<file path="config.mk">
export PLATFORM = sky130hd
export DESIGN_NAME = muldiv_hilo_ctrl
export DESIGN_NICKNAME = d
export VERILOG_FILES = /design/src/rtl/muldiv_hilo_ctrl_pkg.sv /design/src/rtl/muldiv_hilo_ctrl_hilo_reg.sv /design/src/rtl/muldiv_hilo_ctrl.sv
export SDC_FILE = /design/constraint.sdc
export NUM_CORES = 1
export LEC_CHECK = 0
export CAP_MARGIN = 20
export CELL_PAD_IN_SITES_DETAIL_PLACEMENT = 1
export CELL_PAD_IN_SITES_GLOBAL_PLACEMENT = 1
export CORE_MARGIN = 1
export CORE_UTILIZATION = 36
export DETAILED_ROUTE_END_ITERATION = 10
export GPL_TIMING_DRIVEN = 0
export PLACE_DENSITY = 0.9
export SLEW_MARGIN = 0
export SYNTH_ARGS = -nofsm -noshare
export SYNTH_HDL_FRONTEND = slang
export SYNTH_HIERARCHICAL = 1
export SYNTH_SLANG_ARGS = --single-unit
</file>
<file path="constraint.sdc">
create_clock -name clk -period 4.22 [get_ports clk]
set_clock_uncertainty 0.05 [all_clocks]
set_input_delay 1.055 -clock clk [delete_from_list [all_inputs] [get_ports clk]]
set_output_delay 1.055 -clock clk [all_outputs]
set_load 0.01 [all_outputs]
</file>
<file path="src/rtl/muldiv_hilo_ctrl_pkg.sv">
// Shared types for the HI/LO multiply/divide sequencer: the operation codes,
// the FSM states and the default operand width.
package md_pkg;

  localparam int unsigned MD_DATA_W = 32;

  typedef enum logic [2:0] {
    MD_NONE = 3'd0,
    MULT    = 3'd1,
    MULTU   = 3'd2,
    DIV     = 3'd3,
    DIVU    = 3'd4,
    MTHI    = 3'd5,
    MTLO    = 3'd6
  } md_op_t;

  typedef enum logic [1:0] {
    IDLE = 2'd0,
    RUN  = 2'd1,
    DONE = 2'd2
  } md_state_t;

  // True for the operations that occupy the iterative unit.
  function automatic logic md_uses_unit(md_op_t op);
    return (op == MULT) || (op == MULTU) || (op == DIV) || (op == DIVU);
  endfunction

endpackage

</file>
<file path="src/rtl/muldiv_hilo_ctrl_hilo_reg.sv">
// Architectural HI/LO register pair with independent write enables.
// Define MULDIV_HILO_FWD_EN to bypass a same-cycle write onto hi_o/lo_o.
module hilo_reg #(
  parameter int unsigned DATA_W = 32
) (
  input  logic              clk,
  input  logic              rst,
  input  logic              i_hi_we,
  input  logic [DATA_W-1:0] i_hi_d,
  input  logic              i_lo_we,
  input  logic [DATA_W-1:0] i_lo_d,
  output logic [DATA_W-1:0] o_hi,
  output logic [DATA_W-1:0] o_lo
);

  logic [DATA_W-1:0] r_hi;
  logic [DATA_W-1:0] r_lo;

  always_ff @(posedge clk) begin
    if (!rst) begin
      r_hi <= '0;
      r_lo <= '0;
    end else begin
      if (i_hi_we) r_hi <= i_hi_d;
      if (i_lo_we) r_lo <= i_lo_d;
    end
  end

`ifdef MULDIV_HILO_FWD_EN
  assign o_hi = i_hi_we ? i_hi_d : r_hi;
  assign o_lo = i_lo_we ? i_lo_d : r_lo;
`else
  assign o_hi = r_hi;
  assign o_lo = r_lo;
`endif

endmodule

</file>
<file path="src/rtl/muldiv_hilo_ctrl.sv">
// Sequencer for the shared iterative mul/div unit; owns HI/LO through hilo_reg.
// MULDIV_HILO_FWD_EN (see hilo_reg) enables same-cycle HI/LO forwarding.
module muldiv_hilo_ctrl
  import md_pkg::*;
#(
  parameter int unsigned DATA_W = MD_DATA_W
) (
  input  logic                clk,
  input  logic                rst,
  input  logic                op_valid_i,
  input  md_op_t              op_i,
  input  logic [DATA_W-1:0]   src_a_i,
  input  logic [DATA_W-1:0]   src_b_i,
  input  logic                stall_i,
  input  logic                flush_i,
  output logic                unit_start_o,
  output logic                unit_div_o,
  output logic                unit_signed_o,
  output logic [DATA_W-1:0]   unit_a_o,
  output logic [DATA_W-1:0]   unit_b_o,
  output logic                unit_annul_o,
  input  logic                unit_ready_i,
  input  logic [2*DATA_W-1:0] unit_result_i,
  output logic                busy_o,
  output logic                hilo_we_o,
  output logic [DATA_W-1:0]   hi_o,
  output logic [DATA_W-1:0]   lo_o
);

  md_state_t           r_state;
  logic [DATA_W-1:0]   r_a;
  logic [DATA_W-1:0]   r_b;
  logic                r_div;
  logic                r_signed;
  logic [2*DATA_W-1:0] r_res;

  logic              w_idle, w_run, w_done;
  logic              w_accept, w_mthi, w_mtlo, w_capture, w_commit;
  logic              w_hi_we, w_lo_we;
  logic [DATA_W-1:0] w_hi_d, w_lo_d;

  assign w_idle = (r_state == IDLE);
  assign w_run  = (r_state == RUN);
  assign w_done = (r_state == DONE);

  assign w_accept  = w_idle & op_valid_i & md_uses_unit(op_i) & ~flush_i;
  assign w_mthi    = w_idle & op_valid_i & ~stall_i & ~flush_i & (op_i == MTHI);
  assign w_mtlo    = w_idle & op_valid_i & ~stall_i & ~flush_i & (op_i == MTLO);
  // Flush outranks a same-cycle ready: the result is dropped with the instruction.
  assign w_capture = w_run & ~flush_i & unit_ready_i;
  assign w_commit  = w_done & ~stall_i & ~flush_i;

  always_ff @(posedge clk) begin
    if (!rst) begin
      r_state  <= IDLE;
      r_a      <= '0;
      r_b      <= '0;
      r_div    <= 1'b0;
      r_signed <= 1'b0;
      r_res    <= '0;
    end else begin
      case (r_state)
        IDLE: begin
          if (w_accept) begin
            r_a      <= src_a_i;
            r_b      <= src_b_i;
            r_div    <= (op_i == DIV) || (op_i == DIVU);
            r_signed <= (op_i == MULT) || (op_i == DIV);
            r_state  <= RUN;
          end
        end
        RUN: begin
          if (flush_i) begin
            r_state <= IDLE;
          end else if (unit_ready_i) begin
            r_res   <= unit_result_i;
            r_state <= DONE;
          end
        end
        DONE: begin
          if (flush_i || !stall_i) r_state <= IDLE;
        end
        default: r_state <= IDLE;
      endcase
    end
  end

  assign unit_start_o  = w_accept;
  assign unit_div_o    = r_div;
  assign unit_signed_o = r_signed;
  assign unit_a_o      = r_a;
  assign unit_b_o      = r_b;
  assign unit_annul_o  = w_run & flush_i;
  assign busy_o        = w_accept | w_run;
  assign hilo_we_o     = w_commit | w_mthi | w_mtlo;

  assign w_hi_we = w_commit | w_mthi;
  assign w_lo_we = w_commit | w_mtlo;
  assign w_hi_d  = w_commit ? r_res[2*DATA_W-1:DATA_W] : src_a_i;
  assign w_lo_d  = w_commit ? r_res[DATA_W-1:0]        : src_a_i;

  hilo_reg #(
    .DATA_W (DATA_W)
  ) u_hilo_reg (
    .clk     (clk),
    .rst     (rst),
    .i_hi_we (w_hi_we),
    .i_hi_d  (w_hi_d),
    .i_lo_we (w_lo_we),
    .i_lo_d  (w_lo_d),
    .o_hi    (hi_o),
    .o_lo    (lo_o)
  );

  logic w_unused_capture;
  assign w_unused_capture = w_capture;

endmodule

</file>
==> metrics.md <==
| Metric | Value |
|---|---|
| Status | complete, but fails checks |
| Violated checks | DRC |
| Max Cap Violations | 0 |
| Period utilisation layout | 0.972 |
| EDFF count, synth | 0 |
| Fraction of layout instances using a drive strength above 1 | 0.0432 |
| Crit. Startpoint | op_valid_i |
| Reg power frac | 0.481 |
| Vias in the first global route | 7995 |
| Ys Warns | 6 |
| TritonRoute pass-1 iters | 8 |
| Htree depth | 4 |
| CTS tree | done |
| First-pass GRT wire length | 44400 µm |
| Clock sink total | 196 |
| Clock buffer depth | 2 |
| Leak | 4.19 nW |
| Average vias per placed instance | 4.90 |
| Std-Cell Rows | 54 |
| Placed Cells | 1520 |
| Largest net degree at the start of global routing | 19 |
| Syn Area/Cell | 8.35 µm² |
| Worst hold-check path type | reg2reg |
| Unrepaired setup endpoints after global routing | no |
| Final setup fails | 0 |
| Worst setup margin | 0.118 ns |
| PortBufs | 267 |
| Initial Utilization | 0.370 |
| Worst Path Arrival | 3.00 ns |
| Startpoint Class | primary input |
| FF-to-FF Start | r_state[0] |
| Die W | 152 µm |
| Internal | 0.00295 W |
| Max Clock Freq | 244 MHz |
| Routed vias | 7624 |
| Total track usage | 0.248 |
| Placeable Area | 22000 µm² |
| Area grow syn2layout | 44.8% |
| Pre-CTS setup slack | -0.851 ns |
| Final ANT Viol Nets | 0 |
| Most common cell after layout, fill and taps aside | nand2_1 |
| Final core utilization | 0.536 |
| Worst-Margin Slew | 0.869 ns |
| Seq/Total Area, Yosys | 0.483 |
| PwrDens | 336 nW/µm² |
| Cts hold-fix bufs | 0 |
| Synthesized flop and latch total | 196 |
| Syn_nets | 1110 |
| Crit Path Category | in2out |
| Worst Path Required | 3.12 ns |
| Initial antenna violation count | 1 |
| Unique masters post-synth | 35 |
| Non-Filler Instances | 1555 |
| I/O pins | 271 |
| Dominant synthesized flop cell | dfxtp_1 |
| Reg clk slew, reported paths | 0.07 ns |
| Root Buffer | clkbuf_16 |
| Clock period minus final worst setup slack | 4.10 ns |
| DRC marker count from the first detailed-route iteration | 282 |
| Global route total overflow | 0 |
| Routability cong. | 0.794 |
| Max Transition Viols Final | 0 |
| Die height | 152 µm |
| Setup crit end kind | primary output |
| Switching part of the total power | 0.255 |
| Post-Synthesis Cells | 973 |
| Synthesized area | 8130 µm² |
| Ys async rst share | 0 |
| Total Wirelength | 29000 µm |
| Most frequent cells in the layout | 418 x nand2_1, 263 x clkdlybuf4s50_1, 196 x dfxtp_1 |
| Psw | 0.00101 W |
| Max Fanout on Critical Path | 10 |
| Clk pwr share | 0.410 |
| Remaining DRCs | 21 |
| Hpwl dp | 21800 µm |
| Setup tns final | 0 ns |
| Clk Latency, worst-skew pair | 0.44 ns |
| Relative slew slack | 0.420 |
| CTS buffer count | 17 |
| Combinational power share | 0.109 |
| Wire per inst | 18.6 µm |
| Die ar. | 23200 µm² |
| Final hold vios | 0 |
| Power, Total | 0.00396 W |
| Worst vdd ir | 0.000198 V |
| Hold Startpoint | unit_a_o[5] |
| Nets | 1398 |
==> cells by family (layout without fill, tap and decap cells) <==
family                 count (synthesis)  after routing  synth area share
AND/OR/NAND/NOR                      498            498             0.258
XOR/XNOR                               1              1           0.00108
other                                  0              1                 0
flip-flops                           196            196             0.483
multiplexers                         128            128             0.158
buffers and inverters                 75            376            0.0516
AO/OA/AOI/OAI                         75             75            0.0493
==> path summary, 6_finish.rpt <==
path                        endpoint  slack (ns)  cells past startpoint
hold / removal           unit_a_o[5]        0.41                      2
setup reg to reg  u_hilo_reg/o_hi[2]        1.64                      8
setup / recovery              busy_o        0.12                      7
hold reg to reg          unit_a_o[5]        0.41                      2
==> registers in the layout (all words and copies together), names as in the netlist <==
name / count
r_res: 64
u_hilo_reg/o_hi: 32
u_hilo_reg/o_lo: 32
unit_a_o: 32
unit_b_o: 32
r_state: 2
unit_div_o: 1
unit_signed_o: 1
==> synth_stat cells (3+ instances only) <==
cell type,number,share of area
a21oi_1,64,0.039
buf_1,11,0.0051
buf_12,6,0.015
buf_2,5,0.0031
buf_6,4,0.0055
clkbuf_1,45,0.021
dfxtp_1,196,0.48
inv_1,3,0.0014
mux2i_1,128,0.16
nand2_1,418,0.19
nor2b_1,64,0.049
nor4b_1,3,0.0032
==> cell type report <==
cell class | count | area [µm²]
Tap cell | 280 | 350
Clock inverter | 12 | 114
Sequential cell | 196 | 3920
Buffer | 71 | 412
Antenna cell | 1 | 2.50
Clock buffer | 20 | 467
Multi-Input combinational cell | 702 | 3800
Timing Repair Buffer | 270 | 2690
Inverter | 3 | 11.3
Fill cell | 2567 | 10200
==> stage by stage <==
step	hold WS (ns)	instance area [µm²]
4_1_cts	0.411	11800
6_report	0.408	11800
3_3_place_gp	0.392	11200
3_5_place_dp	0.399	11200
5_1_grt	0.426	11800
2_1_floorplan	0.387	8130
==> metal layers <==
metal  wire [µm]  GRT usage  vias to the layer above
met2       14800      0.454                      220
li1            -          -                     3692
met1       12300      0.294                     3675
met4         555     0.0816                        0
met5           0          0                        -
met3        1330     0.0418                       37
==> power by group through the flow <==
stage	Sequential [W]	Combinational [W]	Clock [W]
finish	0.00191	0.000432	0.00162
global route	0.00191	0.000463	0.00173
CTS	0.00191	0.000434	0.00165
detailed placement	0.00195	0.000428	0
global placement	0.00195	0.000418	0
floorplan	0.00196	0.000155	0
==> worst max-delay path, cell delays in order <==
cell             delay (ns)
clkdlybuf4s50_1        0.49
or4b_4                 0.52
nor3_4                 0.24
buf_6                  0.13
buf_6                  0.15
a21o_1                 0.12
dlygate4sd2_1          0.29
==> repair_timing <==
action	CTS	global route
setup endpoints to repair	3	1
buffers inserted	2	1
resized for setup	9	1
pin swaps	1	1
Power figures use the tool's default switching activity.
